--- src/rtl/axi_channel_mask_split.sv ---
// axi_channel_mask_split: buffered valid/ready fan-out with per-beat destination mask
module axi_channel_mask_split #(
    parameter int N_OUTPUTS   = 2,
    parameter int PAYLD_WIDTH = 8,
    parameter int DEPTH       = 2,
    parameter int FILL_W      = $clog2(DEPTH + 1)
) (
    input  logic                   aclk,
    input  logic                   aresetn,
    input  logic                   valid_src,
    input  logic [PAYLD_WIDTH-1:0] payload_src,
    input  logic [N_OUTPUTS-1:0]   mask_src,
    output logic                   ready_src,
    output logic [N_OUTPUTS-1:0]   valid_dst,
    output logic [PAYLD_WIDTH-1:0] payload_dst,
    input  logic [N_OUTPUTS-1:0]   ready_dst,
    output logic [FILL_W-1:0]      fill_level,
    output logic                   drop_pulse
);
    localparam int AW = $clog2(DEPTH);

    logic [PAYLD_WIDTH-1:0] pay_mem [DEPTH];
    logic [N_OUTPUTS-1:0]   mask_mem [DEPTH];
    logic [AW-1:0]          wr_ptr, rd_ptr;
    logic [FILL_W-1:0]      count;
    logic [N_OUTPUTS-1:0]   done, head_mask, hs;
    logic                   rst_done, accept, store, non_empty, retire;

    // Source side is gated only by registered state; a retire in the same cycle never frees space early.
    always_comb begin
        ready_src   = rst_done & (count != FILL_W'(DEPTH));
        accept      = valid_src & ready_src;
        store       = accept & (|mask_src);
        non_empty   = count != '0;
        head_mask   = mask_mem[rd_ptr];
        valid_dst   = {N_OUTPUTS{non_empty}} & head_mask & ~done;
        payload_dst = pay_mem[rd_ptr];
        hs          = valid_dst & ready_dst;
        retire      = non_empty & ((head_mask & ~done & ~hs) == '0);
        fill_level  = count;
    end

    // Storage array; zero-mask beats are never written.
    always_ff @(posedge aclk or negedge aresetn) begin
        if (!aresetn) begin
            for (int i = 0; i < DEPTH; i++) begin
                pay_mem[i]  <= '0;
                mask_mem[i] <= '0;
            end
        end else if (store) begin
            pay_mem[wr_ptr]  <= payload_src;
            mask_mem[wr_ptr] <= mask_src;
        end
    end

    // Pointers, occupancy, head done-vector, drop indication and reset-release flag.
    always_ff @(posedge aclk or negedge aresetn) begin
        if (!aresetn) begin
            wr_ptr     <= '0;
            rd_ptr     <= '0;
            count      <= '0;
            done       <= '0;
            drop_pulse <= 1'b0;
            rst_done   <= 1'b0;
        end else begin
            rst_done   <= 1'b1;
            drop_pulse <= accept & ~(|mask_src);
            wr_ptr     <= store ? wr_ptr + AW'(1) : wr_ptr;
            rd_ptr     <= retire ? rd_ptr + AW'(1) : rd_ptr;
            count      <= count + FILL_W'(store) - FILL_W'(retire);
            done       <= retire ? '0 : (done | hs);
        end
    end
endmodule

--- config.mk ---
export PLATFORM = sky130hd
export DESIGN_NAME = axi_channel_mask_split
export DESIGN_NICKNAME = d
export VERILOG_FILES = /design/src/rtl/axi_channel_mask_split.sv
export SDC_FILE = /design/constraint.sdc
export NUM_CORES = 1
export LEC_CHECK = 0
export ABC_AREA = 1
export CAP_MARGIN = 10
export CORE_ASPECT_RATIO = 0.6
export CORE_MARGIN = 4
export CORE_UTILIZATION = 47
export CTS_BUF_LIST = sky130_fd_sc_hd__clkbuf_8
export CTS_CLUSTER_SIZE = 30
export DETAILED_ROUTE_END_ITERATION = 16
export GPL_ROUTABILITY_DRIVEN = 0
export GPL_TIMING_DRIVEN = 0
export HOLD_SLACK_MARGIN = 0.08
export PLACE_DENSITY = 0.88
export SLEW_MARGIN = 0
export SYNTH_ARGS = -nofsm -noshare
export SYNTH_HDL_FRONTEND = slang
export SYNTH_SLANG_ARGS = --single-unit
--- constraint.sdc ---
create_clock -name aclk -period 1.7 [get_ports aclk]
set_input_delay 0.255 -clock aclk [delete_from_list [all_inputs] [get_ports aclk]]
set_output_delay 0.255 -clock aclk [all_outputs]
set_load 0.005 [all_outputs]
==> Word level (Yosys, flattened, before mapping) <==
Cells that the tools add are included.
{ "classes": {"n_lt_le_gt_ge": 3, "muxes": 13, "n_reduce_logical": 4, "eq_ne": 1, "addsub": 4, "bitwise_logic": 16} }
{ "op_table": {"columns": ["operator", "n"], "rows": [
  ["8-bit 2-to-1 mux", 4],
  ["16-bit bitwise mux", 1],
  ["2-bit AND", 5],
  ["2-bit 2-to-1 mux", 5],
  ["8-bit demux with 1-bit select", 1],
  ["1-bit AND", 5],
  ["4-bit bitwise mux", 1],
  ["2-bit >= comparator, second input constant", 2],
  ["1-bit NOT with 2-bit output", 2],
  ["2-bit NOT", 2],
  ["1-bit adder, second input constant", 2],
  ["2-bit by 1-bit adder with 2-bit output", 1],
  ["2-bit demux with 1-bit select", 1],
  ["2-bit logical NOT", 1],
  ["2-bit by 1-bit less-than comparator with 1-bit output, second input constant", 1],
  ["2-bit inequality test, second input constant", 1],
  ["2-bit OR", 1],
  ["2-bit nonzero test", 1],
  ["2-bit OR reduction", 1],
  ["2-bit by 1-bit subtractor with 2-bit output", 1],
  ["1-bit logical AND", 1],
  ["1-bit NOT", 1]
]} }
{ "totals": {"inputBits": 15, "ff_bits": 28, "output_inout_bits": 14, "elab_cells": 51} }

==> Depth between registers and ports, before layout <==
{ "logic_depth": {"ltp_word": 12, "depth_mapped": 10, "mapped_depth_nobuf": 10} }

==> Worst setup path after synthesis <==
No wires, ideal clock.
{ "synth_path": {"kind": "flip-flop to flip-flop", "from": "register rd_ptr", "to": "register count[1], in the netlist fill_level[1]", "t_arrival_ns": 1.451, "setup_time_ns": 0.123, "required_ns": 1.577, "stages_incl_launch_ff": 10, "synth_period_minus_slack_ns": 1.573, "path_slack_ns": 0.127, "n_path_buf": 1, "path_cell_list": "dfrtp_1 > buf_4 > nand2_1 > nand4_1 > nand3_2 > inv_1 > ha_1 > inv_1 > ha_1 > xnor2_1"} }
{ "synth_between": {"elab_chain_cells": 12, "word_cells_on_any_way": 13, "cone_classes": "1 x add/sub; 3 x mux; 8 x bitwise; 1 x reduce/logical"} }
{ "synth_lines": {"columns": ["element", "line", "text"], "rows": [
  ["from (decl)", "24", "logic [AW-1:0] wr_ptr, rd_ptr;"],
  ["from (signal assigned)", "69", "rd_ptr <= retire ? rd_ptr + AW'(1) : rd_ptr;"],
  ["1-bit NOT with 2-bit output (implied by the code) (*)", "35", "head_mask = mask_mem[rd_ptr];"],
  ["2-bit 2-to-1 mux (implied by the code) (*) (3 in series)", "35", null],
  ["2-bit AND (2 in series)", "36", "valid_dst = {N_OUTPUTS{non_empty}} & head_mask & ~done;"],
  ["2-bit AND", "38", "hs = valid_dst & ready_dst;"],
  ["2-bit NOT", "39", "retire = non_empty & ((head_mask & ~done & ~hs) == '0);"],
  ["2-bit AND (*)", "39", null],
  ["2-bit logical NOT (*)", "39", null],
  ["1-bit AND (*)", "39", null],
  ["2-bit by 1-bit subtractor with 2-bit output (*)", "70", "count <= count + FILL_W'(store) - FILL_W'(retire);"],
  ["to (signal assigned)", "70", null],
  ["to (decl)", "25", "logic [FILL_W-1:0] count;"]
]} }
Every way passes the cells marked *; elsewhere a longest branch is shown, timed or not. The select of a mux whose other input is x is not followed.
A chain may end at the register's enable or synchronous reset.

==> Worst setup path in the final report <==
Same ends and word-level chain as after synthesis.

==> summary by stage <==
Critical path
STA classifies the critical path startpoint as a flip-flop. The endpoint of the worst-slack reg-to-reg timing path is fill_level[1]. The worst path required time is 1850 ps.

The worst setup path is of the flip-flop to flip-flop kind. The worst-path maximum fanout is 4. Measured in cells, the most critical reg-to-reg path has a length of 10. The category of the worst setup path capture point is a flip-flop.

Across all register-to-register paths, the minimum setup slack is 50 ps. The data arrival time of the critical path is 1800 ps. In this run the critical register-to-register path is launched from rd_ptr.

Synthesis
The Yosys step of the flow raised 0 warnings. The post-synthesis cell type count is 22. The basic-gate share of the synthesized area counting and, or, nand and nor cells is 22.6%. The synthesis-stage register bit count is 28. The number of standard cells after synthesis is 157. When the netlist entered floorplanning its net count stood at 174. Summing the areas of all fa, ha and maj instances in the mapped netlist gives 1.78% of the synthesized area. Multiplexer cells account for 0% of the synthesized area. The netlist area before placement is 0.00141 mm².

Summing the areas of all compound-gate instances in the mapped netlist gives 14.8% of the synthesized area. The sequential share of the synthesized area is 49.7%. The average footprint of a synthesized cell is 8.97 µm². Of the total synthesized cell area, the portion taken by XOR and XNOR cells is 1.24%. After synthesis, the largest family of logic cells by area is simple AND/OR/NAND/NOR gates.

Timing
The post-route clock skew is 3.25 ps. For the pin with the worst max-slew slack, the measured transition is 613 ps. The count of final setup violators is 0. The minimum period implied by the final worst setup slack is 1650 ps.

The final hold violation count is 0. Headroom to the max-slew limit came out at 59.1%. The number of max-slew violations in the final report is 0. The setup TNS is 0 ps. Of the available clock period, the critical path in the final layout requires 97.1%.

Based on the critical path, the design can be clocked at up to 606 MHz.

GRT
Global routing used 3.94% of the available met3 tracks. The final global-route overflow total is 0. The number of global-route vias before repair is 1,050. The first-pass GRT wire length is 4790 µm.

The layer flagged by global routing as most heavily used is met2. The largest net degree at the start of global routing is 29. The initial antenna violation count is 0. The overall track demand over capacity in global routing is 15.6%.

The met1 layer usage reported by global route is 21.6%. For this run, global-route usage on met2 was measured as 26.1%.

Clock network
After clock tree synthesis, the clock-pin slew on the worst setup and hold paths is 90 ps. The number of buffers added by the clock tree synthesis step is 3. Counting every sink on the clock net gives 28. The count of H-tree levels built during CTS is 1. The root buffer cell is clkbuf_8. The longest clock path from root to sink contains 2 buffers. The clock tree from TritonCTS is yes. The clock network latency to the later pin of the worst-skew pair is 270 ps.

Route
Summing over every cut layer, the via total after detailed routing is 1,160. The first detailed-routing pass ran for 4 iterations. After the first detailed-routing iteration, the DRC count stood at 57. The remaining antenna violation count after routing is 0. The routed wire length per instance is 12.8 µm.

Dividing the detail-routed via count by the number of cells gives 4.73. The total detailed-routing wirelength is 3150 µm. The number of DRC violations after detailed routing is 0.

Floorplanning
The initial utilization of the core area, before any placement, comes to 49.1%. The floorplan has 15 rows. After floorplanning, the core was sized to cover 0.00287 mm².

The height of the die is 50.4 µm. The die is 78.7 µm wide. Pin placement for this block handled 29 I/O pins. The area enclosed by the die boundary is 0.00397 mm².

Finish
The number of fill cells in the layout is 231. Once layout is done, the placed cells without fillers occupy 0.00197 mm². The area growth from synthesis to final layout is 40.0%.

The share of the core filled with cells in the final layout is 68.7%. The number of antenna repair diodes is 0. In the final layout, the share of cells above drive strength 1 is 35.0%. The post-layout net count is 221.

Place
Buffers placed on the I/O ports in this run total 28. The wire-length estimate of the detail-placed layout is 2030 µm. The area of placed instances is 0.00174 mm².

Min path
The hold-critical path depth is 2. In this run the worst hold path is classified as flip-flop to flip-flop. In this run the most critical hold path is launched from pay_mem[3]. The hold path endpoint is pay_mem[3].

Job
Across the run, the number of max-cap violations was 0.

Pwr
The cell leakage power is 1.03 nW. The maximum vdd ir drop is 1.02 mV. Power spread over the standard cell area amounts to 1870 mW/mm².

Outcome
The run finished with clean final reports.
[Yosys cell counts]
cell type  instances  share of area (%)
clkinv_1           2               0.53
o21ai_0            1               0.35
buf_2              2               0.71
inv_2              1               0.27
nand2_1           50                 13
nand4_2            1               0.89
buf_6              2                1.6
a21boi_4           1                1.3
buf_4              2                1.1
xnor2_1            2                1.2
nand3_2            1               0.71
dfrtp_1           28                 50
nand2_2           10                4.4
nand3_1            2               0.71
or2_1              1               0.44
nand4_1            3                1.3
inv_1             20                5.3
conb_1             1               0.27
ha_1               2                1.8
nor2_1             3               0.80
o21ai_2           20                 12
o21ai_1            2               0.71
[placed cells by master, fill, tap and decap left out, drive strengths merged]
cell type      count
clkdlybuf4s50     16
clkbuf             5
nand4              4
xnor2              2
clkdlybuf4s15      2
conb               1
dlymetal6s2s       2
ha                 2
nand2             60
inv               21
dlygate4sd2        6
dfrtp             28
clkinv             2
o21ai             23
buf               20
nand3              3
a21boi             1
dlygate4sd3        1
nor2               3
or2                1
[final cells by class]
type                    count  area, µm²  area share (%)
well taps                  42       52.6            2.66
repair buffers             42        392            19.9
plain buffers               6       61.3            3.11
inverters                  23       86.3            4.38
flip-flops and latches     28        704            35.7
clock buffers               4       55.1            2.79
multi-input cells         100        621            31.5
[report_power, final]
part / total (mW) / leakage [nW] / internal (mW) / switching, mW
clock network: 0.396 / 0.0288 / 0.207 / 0.189
registers: 1.22 / 0.346 / 0.998 / 0.222
logic: 2.07 / 0.654 / 1.11 / 0.966
[worst max-delay path by stage]
stage                   from             to  slack (ps)  cells after the start
4_1_cts        fill_level[0]   valid_dst[0]        -110                      4
3_3_place_gp     mask_src[0]  fill_level[1]        -170                      8
5_1_grt        fill_level[1]  fill_level[1]          -8                      8
3_5_place_dp     mask_src[0]  fill_level[1]        -180                      8
6_report              rd_ptr  fill_level[1]          50                     10
2_1_floorplan         rd_ptr  fill_level[1]         130                      9
[worst max-delay path, cell delays in order, from the launching register on]
cell and delay [ps]:
dfrtp_2 440, inv_2 70, buf_6 120, nand2_2 40, nand4_1 130, nand3_2 110
inv_2 50, ha_4 260, inv_2 40, ha_4 150, xnor2_2 120
[per-stage QoR]
stage	std cells	worst slack (ps)	power, mW	hold slack (ps)
floorplan	157	127	2.20	-40.6
finish	245	49.8	3.69	487
global placement	227	-174	2.81	466
CTS	236	-109	3.33	491
global route	245	-8.44	3.97	503
detailed placement	227	-180	2.88	469
[kinds of logic after synthesis]
| logic type | Yosys count |
|---|---|
| XOR/XNOR | 2 |
| flip-flops | 28 |
| buffers and inverters | 29 |
| other | 1 |
| adder cells (fa/ha/maj) | 2 |
| AND/OR/NAND/NOR | 71 |
| AO/OA/AOI/OAI | 24 |
[metal layers]
layer / wire length (µm) / share of wire (%)
met1: 1490 / 47
met2: 1520 / 48
met3: 138 / 4.4
met4: 0 / 0
met5: 0 / 0
[repair_timing]
action,4_1_cts,5_1_grt
pin swaps,4,4
hold buffers,0,1
buffers inserted,4,8
endpoints found under the hold margin,0,28
setup endpoints to repair,13,4
gates cloned,1,0
gates resized for setup,18,17
[state kept, by name, summed over array words and instances (netlist names)]
register / flops
done: 2
drop_pulse: 1
fill_level: 2
mask_mem: 4
pay_mem: 16
rd_ptr: 1
rst_done: 1
wr_ptr: 1
Note: power is estimated with default switching activity, not from simulation.
